File: config.mk
export PLATFORM = sky130hd
export DESIGN_NAME = pc_sequencer
export DESIGN_NICKNAME = d
export VERILOG_FILES = /design/src/rtl/pc_pkg.sv /design/src/rtl/pc_ret_stack.sv /design/src/rtl/pc_sequencer.sv
export SDC_FILE = /design/constraint.sdc
export NUM_CORES = 1
export LEC_CHECK = 0
export CAP_MARGIN = 15
export CORE_ASPECT_RATIO = 0.9
export CORE_MARGIN = 4
export CORE_UTILIZATION = 46
export CTS_BUF_LIST = sky130_fd_sc_hd__clkbuf_2
export DETAILED_ROUTE_END_ITERATION = 16
export GPL_TIMING_DRIVEN = 0
export PLACE_DENSITY = 0.95
export RECOVER_POWER = 50
export REMOVE_ABC_BUFFERS = 1
export SLEW_MARGIN = 20
export SYNTH_ARGS = -nofsm -noshare
export SYNTH_HDL_FRONTEND = slang
export SYNTH_SLANG_ARGS = --single-unit
File: constraint.sdc
create_clock -name clk -period 5.7 [get_ports clk]
set_clock_uncertainty 0.1 [all_clocks]
set_input_delay 0.57 -clock clk [delete_from_list [all_inputs] [get_ports clk]]
set_output_delay 0.57 -clock clk [all_outputs]
set_load 0.01 [all_outputs]
File: src/rtl/pc_pkg.sv
// -----------------------------------------------------------------------------
// pc_pkg
//   Shared definitions for the fetch-stage program counter.
//   - pc_sel_e    : next-PC source selected for the coming clock edge.
//   - pc_priority : resolves the control strobes into a single pc_sel_e.
//                   The order is stall > ret > call > load > branch > increment.
//                   Any lower-priority strobe that is asserted alongside a
//                   higher one is dropped for that cycle.
// -----------------------------------------------------------------------------
package pc_pkg;

    typedef enum logic [2:0] {
        PC_HOLD   = 3'd0,
        PC_INC    = 3'd1,
        PC_LOAD   = 3'd2,
        PC_BRANCH = 3'd3,
        PC_CALL   = 3'd4,
        PC_RET    = 3'd5
    } pc_sel_e;

    function automatic pc_sel_e pc_priority(
        input logic stall,
        input logic ret,
        input logic call,
        input logic load,
        input logic branch
    );
        pc_sel_e sel;
        if (stall) begin
            sel = PC_HOLD;
        end else if (ret) begin
            sel = PC_RET;
        end else if (call) begin
            sel = PC_CALL;
        end else if (load) begin
            sel = PC_LOAD;
        end else if (branch) begin
            sel = PC_BRANCH;
        end else begin
            sel = PC_INC;
        end
        return sel;
    endfunction

endpackage

File: src/rtl/pc_ret_stack.sv
// -----------------------------------------------------------------------------
// pc_ret_stack
//   LIFO of DEPTH entries, each WIDTH bits wide, that holds return addresses
//   for the program counter. It is instantiated only when PC_STACK_EN is
//   defined.
//
//   Ports
//     clk        in  : rising-edge clock
//     reset      in  : synchronous, active-high; empties the stack (the stored
//                      contents are left undefined)
//     push       in  : write push_data on top; ignored while full
//     pop        in  : drop the top entry; ignored while empty; takes priority
//                      over push when both are asserted
//     push_data  in  : value to push
//     top_data   out : current top entry (reads as 0 while empty)
//     count      out : number of valid entries, 0..DEPTH
//     full       out : count == DEPTH
//     empty      out : count == 0
// -----------------------------------------------------------------------------
module pc_ret_stack
    import pc_pkg::*;
#(
    parameter int WIDTH = 8,
    parameter int DEPTH = 4
) (
    input  logic                         clk,
    input  logic                         reset,
    input  logic                         push,
    input  logic                         pop,
    input  logic [WIDTH-1:0]             push_data,
    output logic [WIDTH-1:0]             top_data,
    output logic [$clog2(DEPTH+1)-1:0]   count,
    output logic                         full,
    output logic                         empty
);

    localparam int CW = $clog2(DEPTH + 1);
    localparam int AW = (DEPTH > 1) ? $clog2(DEPTH) : 1;

    logic [WIDTH-1:0] mem_q [DEPTH];
    logic [WIDTH-1:0] mem_d [DEPTH];
    logic [CW-1:0]    count_q;
    logic [CW-1:0]    count_d;
    logic [AW-1:0]    wr_idx;
    logic [AW-1:0]    rd_idx;

    assign full  = (count_q == CW'(DEPTH));
    assign empty = (count_q == '0);

    // The write slot is the current count and the top entry sits one below it.
    // Neither index is used when the stack is full (write) or empty (read).
    assign wr_idx = AW'(count_q);
    assign rd_idx = AW'(count_q - CW'(1));

    assign top_data = empty ? '0 : mem_q[rd_idx];
    assign count    = count_q;

    always_comb begin
        mem_d   = mem_q;
        count_d = count_q;
        if (pop && !empty) begin
            count_d = count_q - CW'(1);
        end else if (push && !full) begin
            mem_d[wr_idx] = push_data;
            count_d       = count_q + CW'(1);
        end
    end

    always_ff @(posedge clk) begin
        if (reset) begin
            count_q <= '0;
        end else begin
            count_q <= count_d;
        end
        // Storage has no reset; entries above count are never observed.
        mem_q <= mem_d;
    end

endmodule

File: src/rtl/pc_sequencer.sv
// -----------------------------------------------------------------------------
// pc_sequencer
//   Program counter for the fetch stage. It supports sequential increment,
//   absolute jump, signed relative branch, stall, and an optional hardware
//   call/return stack. pc_out is registered and updates once per rising edge.
//
//   Build option
//     PC_STACK_EN defined   : call pushes PC+1 and jumps; ret pops into PC.
//                             sp, ovf and unf are live.
//     PC_STACK_EN undefined : no stack. call acts as load and ret acts as
//                             increment. sp, ovf and unf are tied to 0.
//
//   Ports
//     clk     in  : rising-edge clock
//     reset   in  : synchronous, active-high; pc_out <= RESET_VEC, stack
//                   emptied, ovf and unf cleared
//     stall   in  : hold PC, stack and flags
//     load    in  : jump to target
//     target  in  : jump/call destination
//     branch  in  : pc_out <= pc_out + offset (offset is relative to the
//                   current PC, not PC+1)
//     offset  in  : signed two's-complement displacement
//     call    in  : push pc_out+1, jump to target
//     ret     in  : pop the return address into pc_out
//     pc_out  out : current PC
//     sp      out : number of valid stack entries
//     ovf     out : sticky flag, set by a call while the stack is full
//     unf     out : sticky flag, set by a ret while the stack is empty
//
//   There is no handshake. Each strobe is a single-cycle level qualifier that
//   is sampled on every rising edge, and its effect shows on pc_out, sp, ovf
//   and unf right after that same edge. Simultaneous strobes are resolved by
//   pc_pkg::pc_priority.
// -----------------------------------------------------------------------------
module pc_sequencer
    import pc_pkg::*;
#(
    parameter int               WIDTH       = 8,
    parameter int               STACK_DEPTH = 4,
    parameter logic [WIDTH-1:0] RESET_VEC   = '0
) (
    input  logic                               clk,
    input  logic                               reset,
    input  logic                               stall,
    input  logic                               load,
    input  logic [WIDTH-1:0]                   target,
    input  logic                               branch,
    input  logic [WIDTH-1:0]                   offset,
    input  logic                               call,
    input  logic                               ret,
    output logic [WIDTH-1:0]                   pc_out,
    output logic [$clog2(STACK_DEPTH+1)-1:0]   sp,
    output logic                               ovf,
    output logic                               unf
);

    localparam int SPW = $clog2(STACK_DEPTH + 1);

    pc_sel_e          sel;
    logic [WIDTH-1:0] pc_q;
    logic [WIDTH-1:0] pc_d;
    logic [WIDTH-1:0] pc_inc;
    logic [WIDTH-1:0] pc_br;

    assign sel = pc_priority(stall, ret, call, load, branch);

    // Both adds wrap modulo 2^WIDTH. Because offset is two's complement,
    // the same adder handles forward and backward branches.
    assign pc_inc = pc_q + WIDTH'(1);
    assign pc_br  = pc_q + offset;

`ifdef PC_STACK_EN
    logic             ovf_q;
    logic             ovf_d;
    logic             unf_q;
    logic             unf_d;
    logic             stk_push;
    logic             stk_pop;
    logic             stk_full;
    logic             stk_empty;
    logic [WIDTH-1:0] stk_top;
    logic [SPW-1:0]   stk_count;

    // Overflowing calls and underflowing rets leave the stack alone.
    assign stk_push = (sel == PC_CALL) && !stk_full;
    assign stk_pop  = (sel == PC_RET)  && !stk_empty;

    pc_ret_stack #(
        .WIDTH (WIDTH),
        .DEPTH (STACK_DEPTH)
    ) u_ret_stack (
        .clk       (clk),
        .reset     (reset),
        .push      (stk_push),
        .pop       (stk_pop),
        .push_data (pc_inc),
        .top_data  (stk_top),
        .count     (stk_count),
        .full      (stk_full),
        .empty     (stk_empty)
    );

    always_comb begin
        pc_d  = pc_q;
        ovf_d = ovf_q;
        unf_d = unf_q;
        case (sel)
            PC_HOLD:   pc_d = pc_q;
            PC_INC:    pc_d = pc_inc;
            PC_LOAD:   pc_d = target;
            PC_BRANCH: pc_d = pc_br;
            PC_CALL: begin
                // The jump is taken even when the return address is lost.
                pc_d = target;
                if (stk_full) begin
                    ovf_d = 1'b1;
                end
            end
            PC_RET: begin
                if (stk_empty) begin
                    // With nothing to return to, this cycle becomes a plain increment.
                    unf_d = 1'b1;
                    pc_d  = pc_inc;
                end else begin
                    pc_d = stk_top;
                end
            end
            default:   pc_d = pc_q;
        endcase
    end

    always_ff @(posedge clk) begin
        if (reset) begin
            pc_q  <= RESET_VEC;
            ovf_q <= 1'b0;
            unf_q <= 1'b0;
        end else begin
            pc_q  <= pc_d;
            ovf_q <= ovf_d;
            unf_q <= unf_d;
        end
    end

    assign sp  = stk_count;
    assign ovf = ovf_q;
    assign unf = unf_q;
`else
    always_comb begin
        pc_d = pc_q;
        case (sel)
            PC_HOLD:   pc_d = pc_q;
            PC_INC:    pc_d = pc_inc;
            PC_LOAD:   pc_d = target;
            PC_BRANCH: pc_d = pc_br;
            PC_CALL:   pc_d = target;
            PC_RET:    pc_d = pc_inc;
            default:   pc_d = pc_q;
        endcase
    end

    always_ff @(posedge clk) begin
        if (reset) begin
            pc_q <= RESET_VEC;
        end else begin
            pc_q <= pc_d;
        end
    end

    assign sp  = SPW'(0);
    assign ovf = 1'b0;
    assign unf = 1'b0;
`endif

    assign pc_out = pc_q;

endmodule
==> load_flow_metrics.sql <==
INSERT INTO impl_metrics (metric_group, metric, value, unit) VALUES
('critical_path', 'crit_chain', 'clkdlybuf4s50_1, o21bai_1, nand2b_1, ha_1, inv_1, fa_1, nor2b_1, o2111a_1, or3_1, a311oi_1, nor3_1', ''),
('yosys', 'syn_inst', '103', ''),
('finish', 'fill_cells', '134', ''),
('critical_path', 'crit_path_depth', '11', ''),
('clock_network', 'clkSlewWorstSetupHoldPaths', '0.09', 'ns'),
('placement', 'globalplace.congestion', '0.779', ''),
('power', 'worst_ir_drop_vdd', '0.104', 'mV'),
('global_routing', 'antenna_found_initial', '0', ''),
('floorplan', 'chipHeight', '47.6', 'µm'),
('routing', 'route.detailed.vias_per_inst', '5.60', ''),
('yosys', 'synth-seq-cells', '8', ''),
('power', 'intPower', '0.000122', 'W'),
('outcome', 'status', 'finished, final reports clean', ''),
('critical_path', 'required_time_at_the_worst_slack_endpoint', '5.73', 'ns'),
('global_routing', 'vias_in_the_first_global_route', '806', ''),
('power', 'p_sw', '0.0000702', 'W'),
('finish', 'finalNonFillerCells', '156', ''),
('critical_path', 'crit_path_max_fanout', '19', ''),
('timing', 'timing.final.crit_period', '3.49', 'ns'),
('critical_path', 'timing.critical_path.slowest_cell_delay', '0.89', 'ns'),
('finish', 'antenna_cells', '0', ''),
('timing', 'final-max-slew-violation-count', '0', ''),
('floorplan', 'die_w', '52.1', 'µm'),
('yosys', 'synth.lib_cells_used.distinct', '37', ''),
('clock_network', 'cts_buffer_depth', '2', ''),
('timing', 'setup_tns_final', '0', 'ns'),
('hold_path', 'cell_count_of_the_worst_hold_path', '2', ''),
('power', 'power.density_cell_area', '173', 'nW/µm²'),
('placement', 'pre_cts_slack', '2.01', 'ns'),
('routing', 'antenna_violating_nets_post_route', '0', ''),
('floorplan', 'total_die_area', '2480', 'µm²'),
('timing', 'timing.slew.headroom', '56.1', '%'),
('floorplan', 'design.core.area', '1660', 'µm²'),
('clock_network', 'post_cts.repair.setup_buffers', '0', ''),
('yosys', 'post_synth_edffs', '0', ''),
('placement', 'detailedPlacementHpwl', '1690', 'µm'),
('global_routing', 'grt_first_pass_wirelength', '3520', 'µm'),
('flow_run', 'max_cap_violations', '0', ''),
('routing', 'wirelength', '2260', 'µm'),
('placement', 'placement.io_buffers', '30', ''),
('critical_path', 'crit_type', 'primary input to flip-flop', ''),
('finish', 'reg.largest.list', 'pc_out: 8 flops', ''),
('floorplan', 'std_cell_rows', '14', ''),
('routing', 'route.detailed.wl_per_inst', '14.5', 'µm'),
('power', 'power_frac_clock', '20.0', '%'),
('yosys', 'yosysSeqAreaShare', '19.9', '%'),
('finish', 'nets', '165', ''),
('power', 'combPwrFrac', '46.0', '%'),
('critical_path', 'critPathBufInv', '2', ''),
('yosys', 'syn_avg_cell_area', '7.80', 'µm²'),
('finish', 'area_delta_synth_final', '37.9', '%'),
('critical_path', 'critical_path_arrival', '3.53', 'ns'),
('routing', 'detailedRoute.firstPassIterationCount', '4', ''),
('yosys', 'syn_area', '803', 'µm²'),
('timing', 'timing.final.ws_setup', '2.21', 'ns'),
('clock_network', 'number_of_hold_buffers_added_after_cts', '0', ''),
('power', 'sw_frac_of_total', '36.6', '%'),
('global_routing', 'globalRouteOverflowTotal', '0', ''),
('timing', 'finalHoldViolCount', '0', ''),
('critical_path', 'kind_of_cell_with_the_highest_combined_delay_on_the_critical_path', 'buffers and inverters', ''),
('hold_path', 'worst_hold_path_type', 'flip-flop to flip-flop', ''),
('routing', 'detailroute.via_count', '873', ''),
('critical_path', 'worst-r2r-cell-count', '8', ''),
('global_routing', 'grt_usage', '19.5', '%'),
('finish', 'layout-drive-gt1-share', '3.79', '%'),
('clock_network', 'ctsRootBufferMaster', 'clkbuf_2', ''),
('timing', 'worst_pin_slew', '0.656', 'ns'),
('clock_network', 'tritoncts', 'done', ''),
('clock_network', 'cts_made_buffers', '3', ''),
('timing', 'layout_worst_path_cycle_share', '61.3', '%'),
('power', 'leakagePower', '0.513', 'nW');
## power groups by stage
stage               Sequential (W)  Clock [W]  Combinational (W)
floorplan                0.0000689          0          0.0000474
global placement         0.0000666          0          0.0000844
detailed placement       0.0000669          0          0.0000884
CTS                      0.0000656  0.0000369          0.0000897
global route             0.0000663  0.0000404          0.0000965
finish                   0.0000653  0.0000384          0.0000882
## kinds of logic after synthesis
logic type / Yosys count / share of synthesized area [%]
compound gates: 28 / 24.3
xor+xnor: 3 / 3.27
fa+ha+maj: 8 / 13.4
buf+inv: 13 / 9.35
flops: 8 / 19.9
mux: 3 / 3.74
other cells: 1 / 0.467
simple gates: 39 / 25.5
## per-layer routing
layer | global-route usage (%) | part of all wire, %
met1 | 21.2 | 41
met4 | 9.95 | 2.0
met2 | 37.6 | 50
met3 | 2.80 | 7.0
met5 | 0 | 0
## path summary, 6_finish.rpt
path / end / slack [ns] / from
min reg2reg: pc_out[5] / 0.39 / pc_out[5]
max reg2reg: pc_out[6] / 3.60 / pc_out[0]
max: pc_out[6] / 2.21 / stall
min: pc_out[5] / 0.39 / pc_out[5]
## stage by stage
step / hold WS [ns] / power [W] / util (%) / instance area [µm²]
2_1_floorplan: 0.397 / 0.000116 / - / 762
4_1_cts: 0.395 / 0.000192 / 66.5 / 1110
6_report: 0.389 / 0.000192 / 66.5 / 1110
3_5_place_dp: 0.383 / 0.000155 / 65.6 / 1090
5_1_grt: 0.418 / 0.000203 / 66.5 / 1110
3_3_place_gp: 0.379 / 0.000151 / 65.6 / 1090
## worst min-delay path, cell delays in order, from the launching register on
cell	delay [ns]
dfxtp_1	0.33
nand2_1	0.06
o22ai_1	0.06
## cell type report
| class | count | area, µm² | share of cell area, % |
|---|---|---|---|
| multi-input combinational | 86 | 583 | 52.7 |
| inverter | 5 | 18.8 | 1.69 |
| tap | 24 | 30.0 | 2.71 |
| sequential | 8 | 160 | 14.5 |
| timing repair buffer | 30 | 300 | 27.1 |
| clock buffer | 3 | 15.0 | 1.36 |
## synthesized netlist by cell type (all sizes together) (2+ instances only)
cell type,n,area [µm²]
and2,6,37.5
o22ai,2,18.8
a211oi,4,30.0
nand2,4,15.0
nor3,3,15.0
a21o,3,22.5
ha,7,87.6
o21bai,2,18.8
dfxtp,8,160
buf,6,48.8
or3,4,25.0
a21oi,5,25.0
mux2i,3,30.0
nand3,3,15.0
inv,5,18.8
nand2b,2,12.5
clkbuf,2,7.51
o21ai,6,30.0
nor2,11,41.3
xor2,2,17.5
nor2b,2,12.5
or4,2,15.0
## cells in the final DEF, fill, tap and decap left out, drive strengths merged, types with 2 or more instances in the layout
master / netlist / routed
o22ai: 2 / 2
a21oi: 5 / 5
inv: 5 / 5
conb: 1 / 5
or3: 4 / 4
nor3: 3 / 3
nor2b: 2 / 2
or4: 2 / 2
mux2i: 3 / 3
dlygate4sd3: 0 / 8
nor2: 11 / 11
clkdlybuf4s50: 0 / 22
dfxtp: 8 / 8
a21o: 3 / 3
o21ai: 6 / 6
ha: 7 / 7
nand2b: 2 / 2
a211oi: 4 / 4
clkbuf: 2 / 3
xor2: 2 / 2
nand3: 3 / 3
and2: 6 / 6
o21bai: 2 / 2
nand2: 4 / 4
(Power assumes the default switching activity.)
